<file path="config.mk">
export PLATFORM = sky130hd
export DESIGN_NAME = conv_psum_accum_flat
export DESIGN_NICKNAME = d
export VERILOG_FILES = /design/src/rtl/conv_psum_accum_pkg.sv /design/src/rtl/conv_psum_accum_if.sv /design/src/rtl/conv_psum_accum_sat_add.sv /design/src/rtl/conv_psum_accum.sv /design/src/flat_wrapper.sv
export SDC_FILE = /design/constraint.sdc
export NUM_CORES = 1
export LEC_CHECK = 0
export CORE_ASPECT_RATIO = 0.5
export CORE_MARGIN = 2
export CORE_UTILIZATION = 30
export DETAILED_ROUTE_END_ITERATION = 10
export PLACE_DENSITY_LB_ADDON = 0.05
export SYNTH_ARGS = -nofsm -noshare
export SYNTH_HDL_FRONTEND = slang
export SYNTH_SLANG_ARGS = --single-unit
</file>
<file path="constraint.sdc">
create_clock -name clk -period 3.54 [get_ports clk]
set_clock_uncertainty 0.15 [all_clocks]
set_input_delay 0.708 -clock clk [delete_from_list [all_inputs] [get_ports clk]]
set_output_delay 0.708 -clock clk [all_outputs]
set_load 0.01 [all_outputs]
</file>
<file path="src/rtl/conv_psum_accum_pkg.sv">
// Shared constants and state encoding for the partial-sum accumulator.
// Latency: n/a (package only).
// Backpressure: n/a.
package conv_psum_accum_pkg;

    localparam int DATA_WIDTH = 32;
    localparam int PSUM_WIDTH = 24;
    localparam int FRAC_BITS  = 9;
    localparam int CNT_WIDTH  = 10;

    // Clamp limits for a signed DATA_WIDTH result.
    localparam logic signed [DATA_WIDTH-1:0] SAT_MAX = {1'b0, {(DATA_WIDTH-1){1'b1}}};
    localparam logic signed [DATA_WIDTH-1:0] SAT_MIN = {1'b1, {(DATA_WIDTH-1){1'b0}}};

    // 3.0 in Q.FRAC_BITS (1536), also used by the hard-swish stage.
    localparam logic signed [DATA_WIDTH-1:0] Q9_THREE = DATA_WIDTH'(3 << FRAC_BITS);

    typedef enum logic {
        IDLE  = 1'b0,
        ACCUM = 1'b1
    } state_t;

endpackage

</file>
<file path="src/rtl/conv_psum_accum_if.sv">
// Control/data bundle between the MAC array side and the accumulator.
// Latency: n/a (signal bundle only).
// Backpressure: none; the consumer of acc_out always accepts.
interface conv_psum_accum_if;
    import conv_psum_accum_pkg::*;

    logic                         start;
    logic [CNT_WIDTH-1:0]         cfg_terms;
    logic [CNT_WIDTH-1:0]         cfg_pixels;
    logic signed [DATA_WIDTH-1:0] bias;
    logic signed [PSUM_WIDTH-1:0] psum;
    logic                         psum_valid;
    logic                         ready;
    logic signed [DATA_WIDTH-1:0] acc_out;
    logic                         acc_valid;
    logic                         done;
    logic                         sat_flag;

    modport master (
        output start, cfg_terms, cfg_pixels, bias, psum, psum_valid,
        input  ready, acc_out, acc_valid, done, sat_flag
    );

    modport slave (
        input  start, cfg_terms, cfg_pixels, bias, psum, psum_valid,
        output ready, acc_out, acc_valid, done, sat_flag
    );

endinterface

</file>
<file path="src/rtl/conv_psum_accum_sat_add.sv">
// Signed add one bit wider than the operands, then clamp back to DATA_WIDTH.
// Latency: combinational.
// Backpressure: none.
module sat_add
    import conv_psum_accum_pkg::*;
(
    input  logic signed [DATA_WIDTH-1:0] a_i,
    input  logic signed [DATA_WIDTH-1:0] b_i,
    output logic signed [DATA_WIDTH-1:0] sum_o,
    output logic                         ovf_o
);

    logic signed [DATA_WIDTH:0] wide;

    assign wide  = {a_i[DATA_WIDTH-1], a_i} + {b_i[DATA_WIDTH-1], b_i};
    // The top two bits disagree exactly when the true sum leaves the DATA_WIDTH range.
    assign ovf_o = wide[DATA_WIDTH] ^ wide[DATA_WIDTH-1];

    // Clamp toward the sign of the wide result.
    always_comb begin
        sum_o = wide[DATA_WIDTH-1:0];
        if (ovf_o) begin
            sum_o = wide[DATA_WIDTH] ? SAT_MIN : SAT_MAX;
        end
    end

endmodule

</file>
<file path="src/rtl/conv_psum_accum.sv">
// Accumulates cfg_terms psums plus bias per pixel, saturates, strobes one result per pixel.
// Latency: acc_valid one cycle after the edge accepting a pixel's last psum.
// Backpressure: none; psum_valid-gapped input just holds state, output is never stalled.
module conv_psum_accum
    import conv_psum_accum_pkg::*;
(
    input  logic              clk,
    input  logic              rst,
    conv_psum_accum_if.slave  bus
);

    localparam logic [CNT_WIDTH-1:0] CNT_ONE = CNT_WIDTH'(1);

    state_t                       state_q, state_d;
    logic [CNT_WIDTH-1:0]         terms_q, terms_d;
    logic [CNT_WIDTH-1:0]         pixels_q, pixels_d;
    logic [CNT_WIDTH-1:0]         term_cnt_q, term_cnt_d;
    logic [CNT_WIDTH-1:0]         pix_cnt_q, pix_cnt_d;
    logic signed [DATA_WIDTH-1:0] bias_q, bias_d;
    logic signed [DATA_WIDTH-1:0] acc_q, acc_d;
    logic signed [DATA_WIDTH-1:0] acc_out_q, acc_out_d;
    logic                         acc_valid_q, acc_valid_d;
    logic                         done_q, done_d;
    logic                         sat_flag_q, sat_flag_d;

    logic signed [DATA_WIDTH-1:0] psum_ext;
    logic signed [DATA_WIDTH-1:0] sum_sat;
    logic                         sum_ovf;

    assign psum_ext = {{(DATA_WIDTH-PSUM_WIDTH){bus.psum[PSUM_WIDTH-1]}}, bus.psum};

    sat_add u_sat_add (
        .a_i   (acc_q),
        .b_i   (psum_ext),
        .sum_o (sum_sat),
        .ovf_o (sum_ovf)
    );

    // Next-state: run setup on start in IDLE, term/pixel stepping on each valid psum in ACCUM.
    always_comb begin
        state_d     = state_q;
        terms_d     = terms_q;
        pixels_d    = pixels_q;
        term_cnt_d  = term_cnt_q;
        pix_cnt_d   = pix_cnt_q;
        bias_d      = bias_q;
        acc_d       = acc_q;
        acc_out_d   = acc_out_q;
        acc_valid_d = 1'b0;
        done_d      = 1'b0;
        sat_flag_d  = sat_flag_q;
        case (state_q)
            IDLE: begin
                if (bus.start) begin
                    terms_d    = (bus.cfg_terms  == '0) ? CNT_ONE : bus.cfg_terms;
                    pixels_d   = (bus.cfg_pixels == '0) ? CNT_ONE : bus.cfg_pixels;
                    bias_d     = bus.bias;
                    acc_d      = bus.bias;
                    term_cnt_d = '0;
                    pix_cnt_d  = '0;
                    sat_flag_d = 1'b0;
                    state_d    = ACCUM;
                end
            end
            ACCUM: begin
                if (bus.psum_valid) begin
                    sat_flag_d = sat_flag_q | sum_ovf;
                    if (term_cnt_q == terms_q - CNT_ONE) begin
                        acc_out_d   = sum_sat;
                        acc_valid_d = 1'b1;
                        acc_d       = bias_q;
                        term_cnt_d  = '0;
                        if (pix_cnt_q == pixels_q - CNT_ONE) begin
                            done_d  = 1'b1;
                            state_d = IDLE;
                        end else begin
                            pix_cnt_d = pix_cnt_q + CNT_ONE;
                        end
                    end else begin
                        acc_d      = sum_sat;
                        term_cnt_d = term_cnt_q + CNT_ONE;
                    end
                end
            end
            default: state_d = IDLE;
        endcase
    end

    // FSM state register.
    always_ff @(posedge clk or negedge rst) begin
        if (!rst) state_q <= IDLE;
        else      state_q <= state_d;
    end

    // Latched run configuration.
    always_ff @(posedge clk or negedge rst) begin
        if (!rst) begin
            terms_q  <= '0;
            pixels_q <= '0;
            bias_q   <= '0;
        end else begin
            terms_q  <= terms_d;
            pixels_q <= pixels_d;
            bias_q   <= bias_d;
        end
    end

    // Running sum and term/pixel counters.
    always_ff @(posedge clk or negedge rst) begin
        if (!rst) begin
            acc_q      <= '0;
            term_cnt_q <= '0;
            pix_cnt_q  <= '0;
        end else begin
            acc_q      <= acc_d;
            term_cnt_q <= term_cnt_d;
            pix_cnt_q  <= pix_cnt_d;
        end
    end

    // Output result, strobes and sticky saturation flag.
    always_ff @(posedge clk or negedge rst) begin
        if (!rst) begin
            acc_out_q   <= '0;
            acc_valid_q <= 1'b0;
            done_q      <= 1'b0;
            sat_flag_q  <= 1'b0;
        end else begin
            acc_out_q   <= acc_out_d;
            acc_valid_q <= acc_valid_d;
            done_q      <= done_d;
            sat_flag_q  <= sat_flag_d;
        end
    end

    assign bus.ready     = (state_q == IDLE);
    assign bus.acc_out   = acc_out_q;
    assign bus.acc_valid = acc_valid_q;
    assign bus.done      = done_q;
    assign bus.sat_flag  = sat_flag_q;

endmodule

</file>
<file path="src/flat_wrapper.sv">
// flat-port wrapper written by rule: the top's interface ports become plain ports
module conv_psum_accum_flat import conv_psum_accum_pkg::*;
  (clk, rst, bus_start, bus_cfg_terms, bus_cfg_pixels, bus_bias, bus_psum, bus_psum_valid, bus_ready, bus_acc_out, bus_acc_valid, bus_done, bus_sat_flag);
  conv_psum_accum_if bus_i ();
  input  logic clk;
  input  logic rst;
  input wire logic [$bits(bus_i.start)-1:0] bus_start;
  input wire logic [$bits(bus_i.cfg_terms)-1:0] bus_cfg_terms;
  input wire logic [$bits(bus_i.cfg_pixels)-1:0] bus_cfg_pixels;
  input wire logic [$bits(bus_i.bias)-1:0] bus_bias;
  input wire logic [$bits(bus_i.psum)-1:0] bus_psum;
  input wire logic [$bits(bus_i.psum_valid)-1:0] bus_psum_valid;
  output wire logic [$bits(bus_i.ready)-1:0] bus_ready;
  output wire logic [$bits(bus_i.acc_out)-1:0] bus_acc_out;
  output wire logic [$bits(bus_i.acc_valid)-1:0] bus_acc_valid;
  output wire logic [$bits(bus_i.done)-1:0] bus_done;
  output wire logic [$bits(bus_i.sat_flag)-1:0] bus_sat_flag;
  assign bus_i.start = bus_start;
  assign bus_i.cfg_terms = bus_cfg_terms;
  assign bus_i.cfg_pixels = bus_cfg_pixels;
  assign bus_i.bias = bus_bias;
  assign bus_i.psum = bus_psum;
  assign bus_i.psum_valid = bus_psum_valid;
  assign bus_ready = bus_i.ready;
  assign bus_acc_out = bus_i.acc_out;
  assign bus_acc_valid = bus_i.acc_valid;
  assign bus_done = bus_i.done;
  assign bus_sat_flag = bus_i.sat_flag;
  conv_psum_accum u_core (.clk(clk), .rst(rst), .bus(bus_i));
endmodule
</file>
; After elaboration in Yosys (flattened, before gate mapping)
; Cells that the tools add are included.
[word_totals]
output_inout_bits = 36
reg_bits = 140
[op_classes]
n_addsub = 5
n_eq_ne = 6
n_reduce_logical = 6
bitwise_logic = 3
n_mux = 31
[op_table]
columns = cell, n
row1 = two-way mux 32 bit, 5
row2 = two-way mux 10 bit, 8
row3 = case mux 32 bit (2 select lines), 1
row4 = case mux 10 bit (2 select lines), 2
row5 = adder 32 x 24 -> 33 bit, 1
row6 = "adder 10 x 1 -> 10 bit, second input constant", 2
row7 = == test 10 bit, 2
row8 = logical NOT 10 bit, 2
row9 = "subtractor 10 x 1 -> 10 bit, second input constant", 2
row10 = two-way mux 1 bit, 13
row11 = "inequality test 2 bit, second input constant", 4
row12 = case mux 1 bit (2 select lines), 2
row13 = AND reduction 2 bit, 2
row14 = AND reduction 4 bit, 1
row15 = AND reduction 3 bit, 1
row16 = NOT 1 bit, 1
row17 = OR 1 bit, 1
row18 = bitwise XOR 1 bit, 1

; Depth between registers and ports, before layout
; Gate-level depths: netlist of the first run.
[logic_depth]
depth_word = 6
mapped_depth = 14
ltp_nobuf = 12

; By module
; A second synthesis of the first run with hierarchy kept.
[hier_totals]
cells_unflattened = 1125
hier_area_um2 = 9327.7
[by_module_without_submodules]
columns = mod, n_inst, cells_per_inst, area_per_inst_um2, seq_area_each_um2
row1 = conv_psum_accum, 1, 838, 7284.5, 3503.4
row2 = sat_add, 1, 287, 2043.2, 0.0

; Worst setup path before layout of the first run
; OpenSTA, ideal clock, no wires.
[synth_path]
path_type = input to register
startpoint = input port bus_psum[0]
endpoint = register u_core.acc_q[29]
slack_ns = -0.092
setup_ns = 0.082
stages = 13
required_time_ns = 3.308
arrival_time_ns = 3.400
path_buffers = 2
cell_sequence = ha_1 inv_1 fa_1 nor2b_1 o2111ai_1 a31o_1 o211ai_1 a211oi_2 nor3_2 buf_2 buf_2 mux2i_1 a31oi_1
[synth_between]
elab_chain_cells = 6
elab_cells_between_ends = 7
cone_classes = add/sub (1) / mux (5) / bitwise (1)
[synth_lines]
columns = element, line_no
row1 = start: declaration, flat_wrapper.sv:11  ; input wire logic [$bits(bus_i.psum)-1:0] bus_psum;
row2 = adder 32 x 24 -> 33 bit (*), conv_psum_accum_sat_add.sv:15  ; assign wide = {a_i[DATA_WIDTH-1], a_i} + {b_i[DATA_WIDTH-1], b_i};
row3 = two-way mux 32 bit or bitwise XOR 1 bit (tied branches), "conv_psum_accum_sat_add.sv:23, conv_psum_accum_sat_add.sv:17"
row4 = two-way mux 32 bit (*), conv_psum_accum_sat_add.sv:22  ; if (ovf_o) begin
row5 = two-way mux 32 bit (*), conv_psum_accum.sv:68  ; if (term_cnt_q == terms_q - CNT_ONE) begin
row6 = two-way mux 32 bit (*), conv_psum_accum.sv:66  ; if (bus.psum_valid) begin
row7 = case mux 32 bit (2 select lines) (*), conv_psum_accum.sv:52  ; case (state_q)
row8 = end signal: assignment, conv_psum_accum.sv:111  ; acc_q <= '0;
row9 = end signal: assignment, conv_psum_accum.sv:115  ; acc_q <= acc_d;
row10 = end: declaration, conv_psum_accum.sv:20  ; logic signed [DATA_WIDTH-1:0] acc_q, acc_d;
; Every way passes the cells marked *; elsewhere a longest branch is shown, timed or not. The select of a mux whose other input is x is not followed.
; A chain may end at the register's enable or synchronous reset.

; Worst setup path in the final report of the first run
[layout_path]
startpoint = input port bus_psum[7]
endpoint = register u_core.sat_flag_q, in the netlist u_core.bus.sat_flag
[layout_between]
elab_chain_cells = 5
[layout_lines]
columns = element, line_no
row1 = adder 32 x 24 -> 33 bit, conv_psum_accum_sat_add.sv:15
row2 = bitwise XOR 1 bit, conv_psum_accum_sat_add.sv:17  ; assign ovf_o = wide[DATA_WIDTH] ^ wide[DATA_WIDTH-1];
row3 = OR 1 bit, conv_psum_accum.sv:67  ; sat_flag_d = sat_flag_q | sum_ovf;
row4 = two-way mux 1 bit, conv_psum_accum.sv:66
row5 = case mux 1 bit (2 select lines), conv_psum_accum.sv:52
row6 = end signal: assignment, conv_psum_accum.sv:132  ; sat_flag_q <= sat_flag_d;
row7 = end: declaration, conv_psum_accum.sv:24  ; logic sat_flag_q, sat_flag_d;
; Every way passes these cells. The select of a mux whose other input is x is not followed.

==> results of run 1 <==
==> worst max-delay path, stage by stage <==
cell and delay [ns]:
clkdlybuf4s50_1 0.43, ha_1 0.34, a21oi_1 0.27, buf_4 0.16, a31o_1 0.17, o211ai_1 0.16
buf_4 0.20, a211oi_4 0.32, buf_4 0.18, o21ai_4 0.08, buf_4 0.14, buf_4 0.12
a21oi_1 0.25, o21a_1 0.14
==> synthesized netlist by cell type (all sizes together), types with 10 or more instances <==
master and count:
dfrtp 140, o211ai 14, a21oi 41, nor3 15, xor2 29, a211oi 14
a31oi 23, and2 11, o21ai 108, nor2 60, clkbuf 35, nand2b 19
nor4 10, ha 36, maj3 15, buf 15, inv 22, nand3 17
xnor2 30, nand2 278
==> power groups by stage <==
stage          sequential [W]  clock (W)  combinational, W
2_1_floorplan         0.00233          0           0.00309
3_3_place_gp          0.00238          0           0.00618
3_5_place_dp          0.00238          0           0.00618
4_1_cts               0.00237    0.00193           0.00643
5_1_grt               0.00244    0.00200           0.00750
6_report              0.00238    0.00187           0.00686
==> per-layer routing <==
layer,wire length [um],track usage (%),vias to the layer above
li1,-,-,4194
met1,14520,27.23,4100
met2,13940,32.41,133
met3,1003,4.029,25
met4,466,5.452,0
met5,0,0,-
==> state kept, by name, summed over array words and instances (netlist names), 10 cells and up <==
name	cells
u_core.pix_cnt_q	10
u_core.term_cnt_q	10
u_core.terms_q	10
u_core.bus.acc_out	32
u_core.pixels_q	10
u_core.bias_q	32
u_core.acc_q	32
==> layout make-up <==
class,count,area [sq um],area share (%)
multi-input cells,840,5218,41.74
well taps,382,478.0,3.823
flip-flops and latches,140,3503,28.03
clock buffers,25,485.5,3.884
inverters,22,82.58,0.6606
clock inverters,6,110.1,0.8808
repair buffers,289,2624,20.99
==> stage by stage <==
step / util [%] / worst slack, ns
5_1_grt: 44.51 / 0.0001239
3_5_place_dp: 40.78 / -0.8053
6_report: 44.51 / 0.09280
3_3_place_gp: 40.78 / -0.7217
4_1_cts: 43.38 / -0.02880
2_1_floorplan: - / 0.002488
==> cell usage in the layout, fill, tap and decap left out, types with 10 or more instances in the layout <==
| master | n |
|---|---|
| nand2_1 | 275 |
| buf_4 | 160 |
| dfrtp_1 | 140 |
| clkdlybuf4s50_1 | 102 |
| o21ai_0 | 60 |
| nor2_1 | 59 |
| o21ai_1 | 44 |
| a21oi_1 | 32 |
| xnor2_1 | 30 |
| xor2_1 | 27 |
| ha_1 | 27 |
| a31oi_1 | 23 |
| inv_1 | 21 |
| clkbuf_16 | 18 |
| nand2b_1 | 17 |
| nand3_1 | 16 |
| maj3_1 | 15 |
| o211ai_1 | 14 |
| nor3_1 | 13 |
| a211oi_1 | 11 |
| buf_12 | 10 |
==> cells by family after synthesis <==
kind of cell,Yosys count,share of synthesized area (%)
adder cells (fa/ha/maj),52,7.138
AND/OR/NAND/NOR,460,23.40
buffers and inverters,72,3.382
AO/OA/AOI/OAI,262,18.98
XOR/XNOR,59,5.943
multiplexers,7,0.8634
flip-flops,140,40.29
==> how the worst max path moves through the flow <==
stage	slack, ns	start	end	cells past startpoint
6_report	0.09	bus_psum[7]	u_core.bus.sat_flag	14
5_1_grt	0.0001	bus_psum[7]	u_core.bus.acc_out[26]	14
4_1_cts	-0.03	bus_psum[12]	u_core.acc_q[21]	13
3_5_place_dp	-0.81	bus_psum[23]	u_core.acc_q[24]	13
3_3_place_gp	-0.72	bus_psum[23]	u_core.acc_q[24]	13
2_1_floorplan	0.002	bus_psum[23]	u_core.acc_q[10]	13
==> timing repair <==
| action | CTS | global route |
|---|---|---|
| setup endpoints to repair | 63 | 57 |
| gates cloned | 0 | 1 |
| gates resized for setup | 26 | 44 |
| buffers inserted | 4 | 9 |
| pin swaps | 12 | 30 |
==> results.yml, run 1 <==
drt:
  num_vias: 8452
  finalWirelength_mm: 29.93
  wl_per_cell_um: 17.56
  avgViaCountPerCell: 4.960
  dr.pass1.iters: 5
  detail_route.iter0.violations: 405
  drc: 0
  detail-route-antenna-nets: 0
global_routing:
  grt_remaining_overflow: 0
  grt_pass1_wl_mm: 47.45
  antenna_found_initial: 0
  grt_max_degree: 87
  grt_pass1_vias: 8572
  groute.usage.overall_pct: 20.06
placed_design:
  gp_congestion: 0.8863
  dp.final_hpwl_mm: 22.86
  dp.cells: 1660
  port_buffers: 115
  place_area_sq_mm: 0.01145
clocking:
  cts_hold_buf: 0
  cts_tree: "done"
  cts_sinks: 140
  cts_buffer_depth: 2
  worst_skew_pair.late_latency_ns: 0.44
  path_clk_slew_ns: 0.06
  ctsRootBufferMaster: "clkbuf_16"
  htreeDepth: 4
  cts_made_buffers: 17
logic_synthesis:
  yosysWarnings: 0
  synthesis.area_sq_mm: 0.008695
  ys_ff_latch: 140
  synth_edf_count: 0
  synth_nets: 1169
  syn_area_per_cell_sq_um: 8.265
  synthTopCellsByArea: "dfrtp_1 40%, nand2_1 12%, ha_1 5.2%"
  async_reset_ff_share_pct: 100.0
  ys.flop_type: "dfrtp_1"
  synth_top_cell_area_share_pct: 40.29
  synth_largest_area_cell: "dfrtp_1"
  synth_cell_types: 72
  syn_inst: 1052
  seq_area_frac_synth_pct: 40.29
sta:
  finalSetupTns_ns: 0
  fin_crit_ns: 3.447
  tightest_slew_ns: 0.6272
  slew_headroom_pct: 57.94
  finalHoldViolCount: 0
  grt_setup_unrepaired: "no"
  max_freq_mhz: 290.1
  finalMaxSlewViolations: 0
  fin_hold_ws_ns: 0.08234
  setup-violations-final: 0
  fin_crit_sh_pct: 97.38
worst_setup_path:
  crit_path_end_kind: "flop"
  r2r-end: "u_core.acc_q[17]"
  setup.worst_path.class: "input port to flop"
  worst-path-max-fanout: 6
  critPathArrivalTime_ns: 3.68
  r2r-start: "u_core.terms_q[2]"
  required_ns: 3.77
  critPathLaunchType: "input port"
  reg2regPathDepth: 9
  reg2reg_slack_ns: 0.21
power_and_ir_drop:
  p_leak_nw: 5.570
  share_seq_of_total_power_pct: 21.4
  sw_frac_of_total_pct: 39.77
  powerDensity_mw_per_mm2: 888.3
  peakVddDrop_v: 0.0004245
  p_total_w: 0.01110
  clkPwrFrac_pct: 16.8
  comb_power_share_pct: 61.8
  power_switching_w: 0.004416
  intPower_w: 0.006688
cells_and_area:
  drive_gt1_share_pct: 20.20
  diodes: 0
  fillers: 2840
  num-nets-final: 1427
  fin_area_sq_mm: 0.01250
  fin_cells: 1704
  area.growth.synth_to_final_pct: 43.78
status:
  outcome: "finished clean"
floorplan:
  core_sq_mm: 0.02808
  die_y_um: 124.4
  die_w_um: 244.8
  pin_count: 116
  row_count: 43
  dieArea_sq_mm: 0.03044
  start_util_pct: 30.96
hold_path:
  min_path_type: "input port to asynchronous set/reset pin"
flow_run:
  maxCapViolations: 0
No activity file was read; power rests on OpenSTA's default activity.
==> inputs of run 2 (changes only) <==
SETUP_SLACK_MARGIN = 0.3   (was default)
==> run 2 against run 1 <==
Against the previous run:
- worst setup slack improved by 0.20 ns
- utilization is 1.6 points higher
- cell count shrank 0.41%
- maximum frequency increased by 6.1%
- sequential power up 2%
- first-iteration DRC count is 9.9% higher
- combinational power up 6.7%
- count of clock-buffer cells in the layout shrank 8
- total power up 5.1%
- clock power rose by 3%
- sequential share of layout area decreased by 0.96 points
==> results.yml, run 2 (same netlist as run 1, synthesis figures left out) <==
drt:
  detail-route-antenna-nets: 0
  detail_route.iter0.violations: 445
  num_vias: 8483
  drc: 0
  avgViaCountPerCell: 4.999
  finalWirelength_mm: 30.31
  wl_per_cell_um: 17.86
  dr.pass1.iters: 5
floorplan:
  row_count: 43
  dieArea_sq_mm: 0.03044
  pin_count: 116
  start_util_pct: 30.96
  die_w_um: 244.8
  core_sq_mm: 0.02808
  die_y_um: 124.4
sta:
  fin_crit_ns: 3.248
  finalMaxSlewViolations: 0
  fin_hold_ws_ns: 0.09017
  max_freq_mhz: 307.9
  tightest_slew_ns: 0.8735
  grt_setup_unrepaired: "yes"
  finalHoldViolCount: 0
  setup-violations-final: 0
  slew_headroom_pct: 41.55
  fin_crit_sh_pct: 91.75
power_and_ir_drop:
  comb_power_share_pct: 62.7
  intPower_w: 0.006832
  sw_frac_of_total_pct: 41.45
  share_seq_of_total_power_pct: 20.8
  p_total_w: 0.01167
  peakVddDrop_v: 0.0004483
  powerDensity_mw_per_mm2: 901.3
  clkPwrFrac_pct: 16.5
  p_leak_nw: 5.579
  power_switching_w: 0.004836
worst_setup_path:
  setup.worst_path.class: "input port to flop"
  crit_path_end_kind: "flop"
  slowest_delay_ns: 0.36
  r2r-end: "u_core.bus.acc_out[15]"
  critPathArrivalTime_ns: 3.44
  r2r-start: "u_core.acc_q[10]"
  slowest_stage: "a221o_1"
  cp_cell_sequence: "dlygate4sd2_1, ha_4, and4_1, a221o_1, o21bai_1, o211ai_1, buf_4, buf_6, a211o_1, buf_6, clkbuf_2, maj3_1, nand2_1, nand2_1"
  reg2reg_slack_ns: 0.37
  reg2regPathDepth: 13
  critPathLaunchType: "input port"
  required_ns: 3.73
  worst-path-max-fanout: 6
global_routing:
  grt_pass1_vias: 8666
  grt_pass1_wl_mm: 48.49
  grt_max_degree: 87
  grt_remaining_overflow: 0
  groute.usage.overall_pct: 20.51
  antenna_found_initial: 0
clocking:
  cts_sinks: 140
  ctsRootBufferMaster: "clkbuf_16"
  cts_made_buffers: 17
  htreeDepth: 4
  path_clk_slew_ns: 0.07
  cts_tree: "done"
  cts_buffer_depth: 2
  worst_skew_pair.late_latency_ns: 0.46
  cts_hold_buf: 0
hold_path:
  min_path_type: "input port to asynchronous set/reset pin"
status:
  outcome: "finished clean"
cells_and_area:
  fillers: 2768
  diodes: 0
  mostFrequentLayoutCells: "272 x nand2_1, 144 x buf_4, 140 x dfrtp_1, 91 x clkdlybuf4s50_1, 55 x nor2_1"
  area.growth.synth_to_final_pct: 48.90
  mostFrequentLayoutCell: "nand2_1"
  drive_gt1_share_pct: 24.87
  num-nets-final: 1419
flow_run:
  maxCapViolations: 0
placed_design:
  dp.final_hpwl_mm: 22.62
  gp_congestion: 0.8928
  port_buffers: 115
[run 2: power groups by stage]
| stage | logic (W) | clock network (W) | registers, W |
|---|---|---|---|
| after detailed placement | 0.00613 | 0 | 0.00241 |
| final | 0.00732 | 0.00192 | 0.00243 |
| after global placement | 0.00611 | 0 | 0.00240 |
| after global routing | 0.00796 | 0.00204 | 0.00249 |
| after CTS | 0.00669 | 0.00197 | 0.00242 |
| after floorplan | 0.00339 | 0 | 0.00235 |
[run 2: how the worst max path moves through the flow]
| stage | slack, ns | endpoint | startpoint |
|---|---|---|---|
| global placement | -0.62 | u_core.acc_q[21] | bus_psum[23] |
| floorplan | 0.07 | u_core.bus.acc_out[20] | bus_psum[0] |
| global route | 0.23 | u_core.acc_q[31] | bus_psum[10] |
| CTS | 0.30 | u_core.acc_q[29] | bus_psum[19] |
| detailed placement | -0.63 | u_core.acc_q[21] | bus_psum[23] |
| finish | 0.29 | u_core.bus.acc_out[15] | bus_psum[10] |
[run 2: what timing repair did]
action                                  CTS  global route
resized for setup                        87            75
setup buffers                            10            12
pin swaps                                34            48
endpoints found under the setup margin   77            72
gates cloned                              2             0
[run 2: cell type report]
class	instances	area [sq um]	share of cell area, %
Clock buffer	17	425.4	3.286
Clock inverter	15	188.9	1.459
Inverter	22	82.58	0.6379
Multi-Input combinational cell	841	5734	44.29
Sequential cell	140	3503	27.06
Tap cell	382	478.0	3.692
Timing Repair Buffer	280	2534	19.57
[run 2: per-layer routing]
metal | share of wire (%) | GRT usage, %
met4 | 1.3 | 5.273
met5 | 0 | 0
met3 | 3.0 | 3.685
met1 | 49 | 28.10
met2 | 47 | 33.29
[run 2: worst max-delay path: cells and delay by family]
kind,cells,cell delay (ns)
buffers and inverters,5,0.85
AOI/OAI and AO/OA,4,0.96
and+or+nand+nor,3,0.33
adders and majority gates,2,0.59
[run 2: stage by stage]
stage          area [sq um]  util (%)  std cells  worst slack (ns)  TNS, ns
6_report              12950     46.10       1697            0.2920        0
3_3_place_gp          11440     40.73       1641           -0.6183   -24.27
4_1_cts               12510     44.54       1685            0.3015        0
2_1_floorplan          8926         -       1052           0.07343        0
3_5_place_dp          11440     40.73       1641           -0.6340   -27.17
5_1_grt               12950     46.10       1697            0.2286        0
